## src/rtl/plic_pkg.sv

```systemverilog
// Shared PLIC types: target-context FSM encoding and the reserved "no interrupt" ID.
package plic_pkg;

  typedef enum logic {
    ST_IDLE    = 1'b0,
    ST_CLAIMED = 1'b1
  } plic_state_e;

  localparam int unsigned PLIC_NO_ID = 0;

endpackage : plic_pkg

```

## src/rtl/plic_prio_tree.sv

```systemverilog
// Combinational arbiter: highest-priority eligible source, ties to the lowest ID.
module plic_prio_tree
  import plic_pkg::*;
#(
  parameter int unsigned NUM_SRC = 15,
  parameter int unsigned ID_W    = 4,
  parameter int unsigned PRIO_W  = 3
) (
  input  logic [NUM_SRC-1:0]        pending_i,
  input  logic [NUM_SRC-1:0]        enable_i,
  input  logic [NUM_SRC-1:0]        inflight_i,
  input  logic [NUM_SRC*PRIO_W-1:0] priority_i,
  output logic [ID_W-1:0]           best_id_o,
  output logic [PRIO_W-1:0]         best_prio_o
);

  logic [NUM_SRC-1:0] cand_c;

  assign cand_c = pending_i & enable_i & ~inflight_i;

  // Ascending scan with strict '>' keeps the lowest ID on ties and skips priority 0.
  always_comb begin
    best_id_o   = ID_W'(PLIC_NO_ID);
    best_prio_o = '0;
    for (int n = 1; n <= int'(NUM_SRC); n++) begin
      if (cand_c[n-1] && (priority_i[(n-1)*int'(PRIO_W) +: PRIO_W] > best_prio_o)) begin
        best_id_o   = ID_W'(n);
        best_prio_o = priority_i[(n-1)*int'(PRIO_W) +: PRIO_W];
      end
    end
  end

endmodule : plic_prio_tree

```

## src/rtl/plic_target_ctx.sv

```systemverilog
// PLIC per-target context: registered arbitration, threshold gating and claim/complete handshake.
module plic_target_ctx
  import plic_pkg::*;
#(
  parameter int unsigned NUM_SRC = 15,
  parameter int unsigned ID_W    = 4,
  parameter int unsigned PRIO_W  = 3
) (
  input  logic                      clk,
  input  logic                      rst_n,
  input  logic [NUM_SRC-1:0]        pending_i,
  input  logic [NUM_SRC-1:0]        enable_i,
  input  logic [NUM_SRC*PRIO_W-1:0] priority_i,
  input  logic [PRIO_W-1:0]         threshold_i,
  input  logic                      claim_i,
  input  logic                      complete_i,
  input  logic [ID_W-1:0]           complete_id_i,
  output logic                      ireq_o,
  output logic [ID_W-1:0]           id_o,
  output logic [ID_W-1:0]           claim_id_o,
  output logic [NUM_SRC-1:0]        claimed_o,
  output logic                      busy_o
);

  plic_state_e        state_q;
  logic [ID_W-1:0]    id_q, id_d;
  logic [PRIO_W-1:0]  best_prio_q, best_prio_d;
  logic               ireq_q;
  logic [ID_W-1:0]    claim_id_q;
  logic [NUM_SRC-1:0] claimed_q;
  logic [NUM_SRC-1:0] inflight_q;
  logic               busy_q;
  logic [NUM_SRC-1:0] id_onehot_c;
  logic               prio_above_c;

  plic_prio_tree #(
    .NUM_SRC (NUM_SRC),
    .ID_W    (ID_W),
    .PRIO_W  (PRIO_W)
  ) u_prio_tree (
    .pending_i   (pending_i),
    .enable_i    (enable_i),
    .inflight_i  (inflight_q),
    .priority_i  (priority_i),
    .best_id_o   (id_d),
    .best_prio_o (best_prio_d)
  );

  // One-hot of the registered best ID; all-zero when the ID is 0.
  always_comb begin
    id_onehot_c = '0;
    for (int n = 1; n <= int'(NUM_SRC); n++) begin
      id_onehot_c[n-1] = (id_q == ID_W'(n));
    end
  end

  assign prio_above_c = (best_prio_q > threshold_i);

  always_ff @(posedge clk or negedge rst_n) begin
    if (!rst_n) begin
      state_q     <= ST_IDLE;
      id_q        <= ID_W'(PLIC_NO_ID);
      best_prio_q <= '0;
      ireq_q      <= 1'b0;
      claim_id_q  <= ID_W'(PLIC_NO_ID);
      claimed_q   <= '0;
      inflight_q  <= '0;
      busy_q      <= 1'b0;
    end else begin
      id_q        <= id_d;
      best_prio_q <= best_prio_d;
      claimed_q   <= '0;
      case (state_q)
        ST_IDLE: begin
          ireq_q <= prio_above_c;
          if (claim_i) begin
            if (ireq_q && (id_q != ID_W'(PLIC_NO_ID))) begin
              claim_id_q <= id_q;
              claimed_q  <= id_onehot_c;
              inflight_q <= id_onehot_c;
              state_q    <= ST_CLAIMED;
              busy_q     <= 1'b1;
              ireq_q     <= 1'b0;
            end else begin
              claim_id_q <= ID_W'(PLIC_NO_ID);
            end
          end
        end
        ST_CLAIMED: begin
          ireq_q <= 1'b0;
          if (claim_i) begin
            claim_id_q <= ID_W'(PLIC_NO_ID);
          end
          // Only the completion of the claimed ID releases the context.
          if (complete_i && (complete_id_i == claim_id_q)) begin
            inflight_q <= '0;
            state_q    <= ST_IDLE;
            busy_q     <= 1'b0;
            ireq_q     <= prio_above_c;
          end
        end
        default: begin
          state_q <= ST_IDLE;
        end
      endcase
    end
  end

  assign ireq_o     = ireq_q;
  assign id_o       = id_q;
  assign claim_id_o = claim_id_q;
  assign claimed_o  = claimed_q;
  assign busy_o     = busy_q;

endmodule : plic_target_ctx

```

## config.mk

```make
export PLATFORM = sky130hd
export DESIGN_NAME = plic_target_ctx
export DESIGN_NICKNAME = d
export VERILOG_FILES = /design/src/rtl/plic_pkg.sv /design/src/rtl/plic_prio_tree.sv /design/src/rtl/plic_target_ctx.sv
export SDC_FILE = /design/constraint.sdc
export NUM_CORES = 1
export LEC_CHECK = 0
export ABC_CLOCK_PERIOD_IN_PS = 44700
export CAP_MARGIN = 20
export CORE_AREA = 2 2 126 128
export CTS_CLUSTER_SIZE = 14
export DETAILED_ROUTE_END_ITERATION = 12
export DIE_AREA = 0 0 128 130
export PLACE_DENSITY = 0.53
export REMOVE_ABC_BUFFERS = 1
export SLEW_MARGIN = 10
export SYNTH_ARGS = -nofsm -noshare
export SYNTH_HDL_FRONTEND = slang
export SYNTH_SLANG_ARGS = --single-unit
```

## constraint.sdc

```tcl
create_clock -name clk -period 44.7 [get_ports clk]
set_input_delay 4.47 -clock clk [delete_from_list [all_inputs] [get_ports clk]]
set_output_delay 4.47 -clock clk [all_outputs]
set_load 0.005 [all_outputs]
```

==> flow_summary.json <==
{
  "outcome": "completed",
  "num-fill-cells": 1624,
  "critPathCapture": "id_o[2]",
  "ir_drop_mv": 0.0159,
  "coreArea_um2": 15400,
  "dr_total_vias": 3771,
  "p_sw_frac": 0.388,
  "clock_latency_ps": 280,
  "drt_iter0_markers": 198,
  "critPathSlowestCell": "clkdlybuf4s50_1",
  "ys_seq_area_frac": 0.293,
  "rr_endpoint": "id_o[2]",
  "design_area_um2": 5240,
  "required_ps": 44920,
  "p_sw_mw": 0.0766,
  "dp_slack_ps": 20670,
  "clock.fmax_mhz": 42.6,
  "holdCritPathClass": "flip-flop to flip-flop",
  "setup_ws_ps": 21250,
  "setup_viol": 0,
  "fin_skew_ps": 5.60,
  "synth_top_area_share": 0.293,
  "yosysTopAreaCell": "dfrtp_1",
  "grt_pass1_vias": 3673,
  "post-synth-top-count-cell": "nand2_1",
  "max_cap_violations": 0,
  "rr_startpoint": "inflight_q[0]",
  "post_cts.repair.setup_buffers": 0,
  "synthTopCellsByCount": "nand2_1, nor2_1, dfrtp_1",
  "gp_congestion": 0.810,
  "slew_viol_final": 0,
  "finalCritPeriodShare": 0.525,
  "start_util": 0.243,
  "post-route-util": 0.340,
  "startpoint": "pending_i[0]",
  "reg2reg_slack_ps": 25460,
  "grt_pass1_wl_um": 18200,
  "hpwl_um": 9540,
  "vias_per_cell": 4.96,
  "crit_type": "input pin to flip-flop",
  "synthCells": 453,
  "slew_headroom": 0.373,
  "ctsRootBufferMaster": "clkbuf_16",
  "seq_power_share": 0.304,
  "r2r_cells": 90,
  "h-tree-depth": 2,
  "synthTopCellsByArea": "dfrtp_1, ha_1, nand2_1",
  "ys.flop_type": "dfrtp_1",
  "postCtsHoldBufs": 0,
  "power_density_nw_per_um2": 37.6,
  "hold-worst-slack_ps": 480,
  "syn_area_um2": 3750,
  "pwr-share-clk": 0.187,
  "synth.avg_cell_area_um2": 8.29,
  "yosys_register_bits": 44,
  "total_power_mw": 0.197,
  "synth.yosys.warnings": 0,
  "drt-pass1-iter-count": 5,
  "clk_path_buf_depth": 2,
  "max_slew.worst_pin.slew_ps": 940,
  "cp_max_fo": 6,
  "cts_buffers": 5,
  "layout.nets": 678,
  "yosysUniqueCellTypes": 70,
  "grt_usage": 0.135,
  "p_int_mw": 0.121,
  "antenna_found_initial": 0,
  "fin_tns_setup_ps": 0,
  "cts_tree": "yes",
  "io_pins": 111,
  "crit_top_cell": "ha_1",
  "worstPathArrival_ps": 23670,
  "slowest_delay_ps": 450,
  "synth-async-reset-ratio": 1.00,
  "cp_top_family": "compound AO/OA/AOI/OAI gates",
  "drtAntennaViolNets": 0,
  "die_w_um": 128,
  "hold_viol": 0,
  "cts_resized": 0,
  "clkSlewWorstSetupHoldPaths_ps": 60,
  "rsz0062_at_grt": "no",
  "combPwrFrac": 0.509,
  "antenna_cells": 0,
  "crit_path_start_kind": "input pin",
  "end_kind": "flip-flop",
  "fin_cells": 761,
  "routed_wl_um": 11200,
  "synth_edf_count": 0,
  "area_growth_pct": 39.6,
  "grt_overflow": 0,
  "clock-sinks": 44,
  "grt_max_degree": 45,
  "rows": 46,
  "cellLeakagePower_nw": 2.44,
  "io_buffer_count": 110,
  "drive_above_1_share": 0.0756,
  "dpl.cell_count": 752,
  "wl_per_cell_um": 14.8,
  "dpl-instance-area_um2": 5080,
  "drc": 0,
  "die_h_um": 130,
  "fin_crit_ps": 23450,
  "path_depth": 91,
  "cp.buffers_inverters": 5,
  "die_area_um2": 16600
}
## routing by layer
| layer | global-route usage | up-vias | wire, µm |
|---|---|---|---|
| met5 | 0 | - | 0 |
| met2 | 0.231 | 99 | 5240 |
| met3 | 0.0160 | 14 | 520 |
| met4 | 0.0330 | 0 | 196 |
| met1 | 0.181 | 1762 | 5270 |
| li1 | - | 1896 | - |
## how the worst min path moves through the flow
stage,from,to,cells after the start
4_1_cts,busy_o,busy_o,1
3_5_place_dp,busy_o,busy_o,1
2_1_floorplan,inflight_q[0],inflight_q[0],1
6_report,busy_o,busy_o,1
3_3_place_gp,inflight_q[0],inflight_q[0],1
5_1_grt,busy_o,busy_o,1
## worst reg2reg max path, delay by kind of cell, from the launching register on
kind                     cells  cell delay (ps)
AO/OA/AOI/OAI               30             6140
adder cells (fa/ha/maj)     18             5120
AND/OR/NAND/NOR             30             4360
multiplexers                 8             2700
buffers and inverters        4              480
flip-flops                   1              380
## cell families after synthesis
| family | after synthesis | synth area share |
|---|---|---|
| DFF | 44 | 0.293 |
| AOI/OAI and AO/OA | 146 | 0.305 |
| and+or+nand+nor | 185 | 0.233 |
| buffers and inverters | 37 | 0.0373 |
| adders and majority gates | 30 | 0.0960 |
| xor gates and xnor gates | 1 | 0.00233 |
| muxes | 10 | 0.0330 |
## registers in the layout, indices dropped and copies added (netlist names)
| signal | count |
|---|---|
| ireq_o | 1 |
| state_q | 1 |
| id_o | 4 |
| claimed_o | 15 |
| best_prio_q | 3 |
| busy_o | 1 |
| inflight_q | 15 |
| claim_id_o | 4 |
## layout by cell type (no fill, tap or decap), types with 7 or more instances in the layout
cell	Yosys	routed
a21o_1	21	21
a21oi_1	18	17
a31oi_1	9	9
and2_1	13	13
and3_1	7	7
clkdlybuf4s50_1	0	109
dfrtp_1	44	44
ha_1	24	24
inv_1	34	34
nand2_1	61	61
nand3_1	15	15
nor2_1	51	51
nor3_1	9	9
o21a_1	8	8
o21ai_0	18	18
## power groups by stage
| stage | Combinational (mW) | Clock, mW | Sequential, mW |
|---|---|---|---|
| floorplan | 0.0669 | 0 | 0.0574 |
| global placement | 0.0983 | 0 | 0.0610 |
| detailed placement | 0.100 | 0 | 0.0609 |
| CTS | 0.101 | 0.0373 | 0.0603 |
| global route | 0.113 | 0.0391 | 0.0617 |
| finish | 0.100 | 0.0368 | 0.0600 |
## layout make-up
class / instances / area (µm²) / area share
clock buffers: 6 / 139 / 0.0265
multi-input cells: 372 / 2520 / 0.480
well taps: 192 / 240 / 0.0458
clock inverters: 2 / 13.8 / 0.00263
inverters: 34 / 128 / 0.0244
repair buffers: 111 / 1100 / 0.210
flip-flops and latches: 44 / 1100 / 0.210
(Power assumes the default switching activity.)
